### src/rtl/s_result_scheduler_if.sv
// ============================================================================
// s_result_scheduler_if : issue-side and S-register write-side signals
// Rev 1.0
// ============================================================================
`default_nettype none

interface s_result_scheduler_if;
  logic       i_issue;
  logic       i_s_dest_en;
  logic [2:0] i_s_dest;
  logic [3:0] i_delay;
  logic [4:0] i_src;
  logic       i_sj_en;
  logic       i_sk_en;
  logic [2:0] i_sj;
  logic [2:0] i_sk;
  logic       i_clear;
  logic       o_hold;
  logic       o_s_we;
  logic [2:0] o_s_wa;
  logic [4:0] o_s_src;
  logic [7:0] o_s_res;
  logic       o_busy;

  modport master (
    output i_issue, i_s_dest_en, i_s_dest, i_delay, i_src,
           i_sj_en, i_sk_en, i_sj, i_sk, i_clear,
    input  o_hold, o_s_we, o_s_wa, o_s_src, o_s_res, o_busy
  );

  modport slave (
    input  i_issue, i_s_dest_en, i_s_dest, i_delay, i_src,
           i_sj_en, i_sk_en, i_sj, i_sk, i_clear,
    output o_hold, o_s_we, o_s_wa, o_s_src, o_s_res, o_busy
  );
endinterface

`default_nettype wire

### src/rtl/s_result_scheduler.sv
// ============================================================================
// s_result_scheduler : S-register write-port booking and issue hazard hold
// Rev 1.0
// ============================================================================
`default_nettype none

module s_result_scheduler #(
  parameter int DEPTH = 15
) (
  input  wire logic           clk,
  input  wire logic           rst,
  s_result_scheduler_if.slave bus
);

  logic [DEPTH-1:0] valid;
  logic [2:0]       dest [DEPTH];
  logic [4:0]       src  [DEPTH];
  logic [7:0]       res;
  logic [7:0]       res_next;
  logic [3:0]       eff_delay;
  logic             port_conflict;
  logic             raw;
  logic             waw;
  logic             hold;
  logic             accept;

  always_comb begin
    eff_delay = (bus.i_delay == 4'd0) ? 4'd1 : bus.i_delay;
  end

  // The booking that would shift into slot[d-1] sits in slot[d] now;
  // d == DEPTH has no such slot and therefore never conflicts.
  always_comb begin
    port_conflict = 1'b0;
    for (int i = 0; i < DEPTH; i++) begin
      if (int'(eff_delay) == i) begin
        port_conflict = valid[i];
      end
    end
  end

  always_comb begin
    raw    = (bus.i_sj_en & res[bus.i_sj]) | (bus.i_sk_en & res[bus.i_sk]);
    waw    = bus.i_s_dest_en & res[bus.i_s_dest];
    hold   = bus.i_issue & (raw | waw | (bus.i_s_dest_en & port_conflict));
    accept = bus.i_issue & ~hold & bus.i_s_dest_en;
  end

  always_comb begin
    res_next = res;
    if (valid[0]) begin
      res_next[dest[0]] = 1'b0;
    end
    if (accept) begin
      res_next[bus.i_s_dest] = 1'b1;
    end
  end

  always_ff @(posedge clk or negedge rst) begin
    if (!rst) begin
      valid <= '0;
      res   <= '0;
      for (int i = 0; i < DEPTH; i++) begin
        dest[i] <= '0;
        src[i]  <= '0;
      end
    end else if (bus.i_clear) begin
      valid <= '0;
      res   <= '0;
    end else begin
      for (int i = 0; i < DEPTH - 1; i++) begin
        valid[i] <= valid[i+1];
        dest[i]  <= dest[i+1];
        src[i]   <= src[i+1];
      end
      valid[DEPTH-1] <= 1'b0;
      for (int i = 0; i < DEPTH; i++) begin
        if (accept && (int'(eff_delay) - 1 == i)) begin
          valid[i] <= 1'b1;
          dest[i]  <= bus.i_s_dest;
          src[i]   <= bus.i_src;
        end
      end
      res <= res_next;
    end
  end

  assign bus.o_hold  = hold;
  assign bus.o_s_we  = valid[0];
  assign bus.o_s_wa  = valid[0] ? dest[0] : 3'd0;
  assign bus.o_s_src = valid[0] ? src[0]  : 5'd0;
  assign bus.o_s_res = res;
  assign bus.o_busy  = |valid;

endmodule

`default_nettype wire

### src/flat_wrapper.sv
// flat-port wrapper written by rule: the top's interface ports become plain ports
module s_result_scheduler_flat 
#(
  parameter int DEPTH = 15
)
  (clk, rst, bus_i_issue, bus_i_s_dest_en, bus_i_s_dest, bus_i_delay, bus_i_src, bus_i_sj_en, bus_i_sk_en, bus_i_sj, bus_i_sk, bus_i_clear, bus_o_hold, bus_o_s_we, bus_o_s_wa, bus_o_s_src, bus_o_s_res, bus_o_busy);
  s_result_scheduler_if bus_i ();
  input  wire logic clk;
  input  wire logic rst;
  input wire logic [$bits(bus_i.i_issue)-1:0] bus_i_issue;
  input wire logic [$bits(bus_i.i_s_dest_en)-1:0] bus_i_s_dest_en;
  input wire logic [$bits(bus_i.i_s_dest)-1:0] bus_i_s_dest;
  input wire logic [$bits(bus_i.i_delay)-1:0] bus_i_delay;
  input wire logic [$bits(bus_i.i_src)-1:0] bus_i_src;
  input wire logic [$bits(bus_i.i_sj_en)-1:0] bus_i_sj_en;
  input wire logic [$bits(bus_i.i_sk_en)-1:0] bus_i_sk_en;
  input wire logic [$bits(bus_i.i_sj)-1:0] bus_i_sj;
  input wire logic [$bits(bus_i.i_sk)-1:0] bus_i_sk;
  input wire logic [$bits(bus_i.i_clear)-1:0] bus_i_clear;
  output wire logic [$bits(bus_i.o_hold)-1:0] bus_o_hold;
  output wire logic [$bits(bus_i.o_s_we)-1:0] bus_o_s_we;
  output wire logic [$bits(bus_i.o_s_wa)-1:0] bus_o_s_wa;
  output wire logic [$bits(bus_i.o_s_src)-1:0] bus_o_s_src;
  output wire logic [$bits(bus_i.o_s_res)-1:0] bus_o_s_res;
  output wire logic [$bits(bus_i.o_busy)-1:0] bus_o_busy;
  assign bus_i.i_issue = bus_i_issue;
  assign bus_i.i_s_dest_en = bus_i_s_dest_en;
  assign bus_i.i_s_dest = bus_i_s_dest;
  assign bus_i.i_delay = bus_i_delay;
  assign bus_i.i_src = bus_i_src;
  assign bus_i.i_sj_en = bus_i_sj_en;
  assign bus_i.i_sk_en = bus_i_sk_en;
  assign bus_i.i_sj = bus_i_sj;
  assign bus_i.i_sk = bus_i_sk;
  assign bus_i.i_clear = bus_i_clear;
  assign bus_o_hold = bus_i.o_hold;
  assign bus_o_s_we = bus_i.o_s_we;
  assign bus_o_s_wa = bus_i.o_s_wa;
  assign bus_o_s_src = bus_i.o_s_src;
  assign bus_o_s_res = bus_i.o_s_res;
  assign bus_o_busy = bus_i.o_busy;
  s_result_scheduler #(.DEPTH(DEPTH)) u_core (.clk(clk), .rst(rst), .bus(bus_i));
endmodule
### config.mk
export PLATFORM = sky130hd
export DESIGN_NAME = s_result_scheduler_flat
export DESIGN_NICKNAME = d
export VERILOG_FILES = /design/src/rtl/s_result_scheduler_if.sv /design/src/rtl/s_result_scheduler.sv /design/src/flat_wrapper.sv
export SDC_FILE = /design/constraint.sdc
export NUM_CORES = 1
export LEC_CHECK = 0
export ABC_AREA = 1
export CAP_MARGIN = 40
export CORE_AREA = 2 2 98 138
export CTS_CLUSTER_DIAMETER = 120
export DETAILED_ROUTE_END_ITERATION = 8
export DIE_AREA = 0 0 100 140
export PLACE_DENSITY = 0.84
export SYNTH_ARGS = -nofsm -noshare
export SYNTH_HDL_FRONTEND = slang
export SYNTH_SLANG_ARGS = --single-unit
### constraint.sdc
create_clock -name clk -period 8.14 [get_ports clk]
set_clock_uncertainty 0.15 [all_clocks]
set_input_delay 2.035 -clock clk [delete_from_list [all_inputs] [get_ports clk]]
set_output_delay 2.035 -clock clk [all_outputs]
set_load 0.05 [all_outputs]
# --- Yosys cells after proc, flatten, opt, wreduce, memory -nomap -nowiden ---
# Cells that the tools add are included.
classes:
  addsub: 1
  mul: 0
  n_div: 0
  order_cmp: 6
  eq_ne: 28
  shift: 0
  n_mux: 75
  bitwise_logic: 15
  n_reduce_logical: 22
op_table:
  columns: ["cell", "n"]
  rows:
  - ["32-bit by 5-bit == test with 1-bit output, second input constant", 7]
  - ["32-bit by 4-bit == test with 1-bit output, second input constant", 4]
  - ["5-bit 2-to-1 mux", 15]
  - ["32-bit by 3-bit == test with 1-bit output, second input constant", 2]
  - ["3-bit 2-to-1 mux", 15]
  - ["1-bit 2-to-1 mux", 35]
  - ["32-bit by 2-bit == test with 1-bit output, second input constant", 1]
  - ["4-bit == test, second input constant", 8]
  - ["32-bit zero test", 1]
  - ["8-bit 2-to-1 mux", 3]
  - ["1-bit logical AND", 17]
  - ["4-bit by 3-bit == test with 1-bit output, second input constant", 4]
  - ["3-bit by 4-bit less-than comparator with 1-bit output, second input constant", 4]
  - ["15-bit 2-to-1 mux", 1]
  - ["15-bit OR reduction", 1]
  - ["1-bit binary-select mux with 3-bit select", 3]
  - ["8-bit AND", 1]
  - ["4-bit by 2-bit == test with 1-bit output, second input constant", 2]
  - ["4-bit zero test", 2]
  - ["8-bit inverter", 1]
  - ["8-bit bitwise OR", 1]
  - ["1-bit AND", 7]
  - ["1-bit demux with 3-bit select", 2]
  - ["3-bit by 1-bit greater-or-equal comparator with 1-bit output, second input constant", 2]
  - ["5 further kinds", 8]
word_totals:
  reg_bits: 143
  latch_bits: 0
  ram_bits: 0
  mem_bits_ro: 0
  inputBits: 25
  word_cells: 179
  memories: 0

# --- Longest topological paths before layout ---
logic_depth:
  depth_word: 27
  depth_mapped: 19

# --- Worst setup path after synthesis ---
# OpenSTA, ideal clock, no wires.
synth_path:
  kind: "input to output"
  from: "input bus_i_delay[3]"
  to: "output bus_o_hold"
  arrival_ps: 3941
  required_ps: 5955
  path_slack_ps: 2014
  stages: 12
  path_cell_list: "nor2_2 > o21ai_4 > nor2_2 > nand2_1 > nand4_1 > nand2_1 > nand3_1 > nand2_1 > nand4_4 > a21oi_4 > buf_2 > nor2_1"
synth_via:
  elab_chain_len: 21
  word_cells_on_any_way: 35
synth_lines:
  columns: ["item", "line", "source"]
  rows:
  - ["start: declaration", "flat_wrapper.sv:13", "input wire logic [$bits(bus_i.i_delay)-1:0] bus_i_delay;"]
  - ["4-bit zero test", "s_result_scheduler.sv:28", "eff_delay = (bus.i_delay == 4'd0) ? 4'd1 : bus.i_delay;"]
  - ["4-bit 2-to-1 mux (*)", "s_result_scheduler.sv:28", null]
  - ["4-bit zero test", "s_result_scheduler.sv:36", "if (int'(eff_delay) == i) begin"]
  - ["1-bit 2-to-1 mux (14 in series)", "s_result_scheduler.sv:36", null]
  - ["1-bit 2-to-1 mux (*)", "s_result_scheduler.sv:36", null]
  - ["1-bit AND (*)", "s_result_scheduler.sv:45", "hold = bus.i_issue & (raw | waw | (bus.i_s_dest_en & port_conflict));"]
  - ["1-bit bitwise OR (*)", "s_result_scheduler.sv:45", null]
  - ["1-bit AND (*)", "s_result_scheduler.sv:45", null]
  - ["end: declaration", "flat_wrapper.sv:20", "output wire logic [$bits(bus_i.o_hold)-1:0] bus_o_hold;"]
# Mark *: on every way between the ends. The rest lies on a longest branch, timed or not.

# --- Worst setup path after layout ---
layout_path:
  from: "input bus_i_s_dest[1]"
  to: "output bus_o_hold"
layout_via:
  elab_chain_len: 6
layout_lines:
  columns: ["item", "line", "source"]
  rows:
  - ["start: declaration", "flat_wrapper.sv:12", "input wire logic [$bits(bus_i.i_s_dest)-1:0] bus_i_s_dest;"]
  - ["1-bit binary-select mux with 3-bit select", "s_result_scheduler.sv:44", "waw = bus.i_s_dest_en & res[bus.i_s_dest];"]
  - ["1-bit 2-to-1 mux (not written as such)", "s_result_scheduler.sv:44", null]
  - ["1-bit AND", "s_result_scheduler.sv:44", null]
  - ["1-bit bitwise OR (2 in series)", "s_result_scheduler.sv:45", null]
  - ["1-bit AND", "s_result_scheduler.sv:45", null]
# No other way between the ends. The select of a mux whose other input is x is not followed.

==> results by group <==
Status
  • Status: finished clean

Cells and area
  • Most frequent cells in the layout: nand2_1 (394), inv_1 (150), dfrtp_1 (143)
  • Final Non-Filler Cells: between 1000 and 1500
  • N_diodes: 0
  • Commonest non-fill, non-tap cell in the layout: nand2_1
  • Area growth syn-to-layout: 11.8%
  • Final #Nets: around 1100
  • Share of layout cells above drive strength 1: under 10%

Floorplanning
  • Starting Density: between 60 and 70%
  • Ports: 44
  • Overall die width: around 100 um
  • Die Area: between 10000 and 15000 um^2
  • Row count: 49
  • Core ar.: roughly 13000 um^2
  • Die Y: between 100 and 150 um

Power
  • Lkg Pwr: approximately 4.8 nW
  • Power Density: between 200 and 250 nW/um^2
  • Peak VDD IR: around 0.14 mV

Synthesis
  • Number of synthesized register bits: about 140
  • Synth Net Count: ~1100
  • Post-synthesis instance area: 8130 um^2
  • Syn avg cell area: approximately 7.3 um^2
  • Register area share after synthesis: between 40% and 50%
  • Synth Warn #: 0
  • Ys async rst share: between 90% and 100%
  • Yosys cell types: 33
  • Post-synth EDFFs: 0
  • Main synth FF type: dfrtp_1
  • Cell count after synthesis: about 1100

STA
  • Setup tns final: 0 ps
  • Final Setup Violations: 0
  • Final Hold Vio Count: 0
  • Pins Over Slew Limit: 0
  • Fin crit share: slightly below 90%
  • Hold_ws: approximately 320 ps
  • F_max: 0.141 GHz
  • Tmin final: between 7000 and 8000 ps
  • Final setup margin: between 1000 and 1500 ps
  • Slew @ Worst Pin: roughly 850 ps
  • Slew HR: a little over two fifths
  • RSZ-0062 raised after global routing: false

CTS
  • Post_cts resized: 0
  • Hold Buf Count CTS: 0
  • CTS Sinks: between 100 and 150
  • TritonCTS clock tree: yes
  • CTS Buffer Depth: 2
  • Post-CTS Setup Inserts: 0
  • Clock transition at path regs: about 50 ps
  • Cts bufs inserted: 17
  • Clk Latency, worst-skew pair: 430 ps
  • H-tree lvl count: 4
  • Clk root buf: clkbuf_16

Setup path
  • CP arrival: slightly below 5000 ps
  • Worst path buffer plus inverter count: 3
  • WP data required: around 6000 ps
  • CP cell instances: clkdlybuf4s50_1, clkinv_1, nor3_1, nand2_1, nand4_1, nor3_1, nand4_4, a21oi_4, nor2_1, clkdlybuf4s50_1
  • Crit-path max cell delay: 810 ps
  • Delay-heaviest family, CP: buffers and inverters
  • Max FO, Critical Path: 19
  • WS Path Type: in2out
  • Crit path capture type: output pin
  • Worst path slowest cell: clkdlybuf4s50_1
  • CP Launch Type: input pin

Routing
  • Post-route ant nets: 0
  • Final wirelength: 19500 um
  • Vias: 7312
  • DRT Pass-1 Iters: 5
  • DR WL/cell: between 15 and 20 um
  • DRC viols: 0
  • Drt initial violations: 638
  • Vias per Instance: roughly 5.7

Placed design
  • Placed insts: about 1300
  • GPL Wtd Cong: 0.866
  • DP Worst Slack: between 1000 and 1500 ps
  • Port-buffer cells: between 40 and 50
  • DPL Wire Length: approximately 12000 um

Worst hold path
  • HP Class: reg2reg

Global route
  • Antenna violations before repair: 0
  • Largest net degree at the start of global routing: 97
  • Global-route wire length before repair: 32700 um
  • Global route total overflow: 0
  • Gr usage total: 28.8%
  • Vias in the first global route: between 6000 and 7000

Run
  • Number of max-cap violations: 0
-- sequential cells by signal, summed over array words and instances (netlist names) --
signal / count
u_core.bus.o_s_res: 8
u_core.src: 75
u_core.valid: 15
u_core.dest: 45
-- cells by family after synthesis --
group | after synthesis | synth area share, %
AND/OR/NAND/NOR | 679 | 40.3
buffers and inverters | 231 | 11.6
flip-flops | 143 | 44.0
AO/OA/AOI/OAI | 59 | 4.13
-- worst min-delay path, stage by stage, from the launching register on --
cell     delay (ps)
dfrtp_1         340
nand2_1          50
nand2_1          50
-- per-layer routing --
layer  track usage [%]  up-vias  part of all wire, %
met4              9.73        0                  1.7
met3              5.24       35                  4.6
met5                 0        -                    0
li1                  -     3620                    -
met1              35.8     3434                   41
met2              50.2      223                   53
-- synthesized netlist by cell type, types with 9 or more instances --
cell type / n / area [um^2]
a21oi_1: 28 / 140
buf_1: 13 / 48.8
clkbuf_1: 36 / 135
dfrtp_1: 143 / 3580
inv_1: 151 / 567
inv_2: 9 / 33.8
nand2_1: 394 / 1480
nand3_1: 119 / 596
nand4_1: 119 / 744
nand4_4: 11 / 234
nor2_1: 9 / 33.8
nor3_1: 11 / 55.1
o21ai_0: 14 / 70.1
o21ai_1: 9 / 45.0
-- metrics by stage --
step                      cell area (um^2)  power, mW  utilization, %
after detailed placement              8510       1.18            66.7
after global routing                  9090       2.04            71.3
after CTS                             9090       1.96            71.3
final                                 9090       1.95            71.3
after global placement                8480       1.16            66.5
after floorplan                       8130       1.09               -
-- report_power, final --
| group | total (mW) | internal (mW) | switching [mW] |
|---|---|---|---|
| Combinational | 0.321 | 0.106 | 0.215 |
| Clock | 0.780 | 0.491 | 0.289 |
| Sequential | 0.850 | 0.802 | 0.0485 |
-- final timing paths --
check                                                start                          end  slack, ps  cells past startpoint
hold / removal                  u_core.src[36]$_DFFE_PN0N_   u_core.src[36]$_DFFE_PN0N_        320                      2
min in group asynchronous                              rst    u_core.src[5]$_DFFE_PN0N_       1510                      1
setup reg to reg           u_core.bus.o_s_res[2]$_DFF_PN0_  u_core.dest[39]$_DFFE_PN0N_       5360                      9
hold reg to reg                 u_core.src[36]$_DFFE_PN0N_   u_core.src[36]$_DFFE_PN0N_        320                      2
setup / recovery                           bus_i_s_dest[1]                   bus_o_hold       1030                     10
max in group asynchronous                              rst   u_core.src[55]$_DFFE_PN0N_       5100                      2
-- final cells by class --
cell class | count | area [um^2]
Clock buffer | 22 | 464
Clock inverter | 7 | 113
Fill cell | 1018 | 3660
Inverter | 165 | 623
Multi-Input combinational cell | 738 | 3610
Sequential cell | 143 | 3580
Tap cell | 153 | 191
Timing Repair Buffer | 51 | 509
No activity file was read; power rests on OpenSTA's default activity.
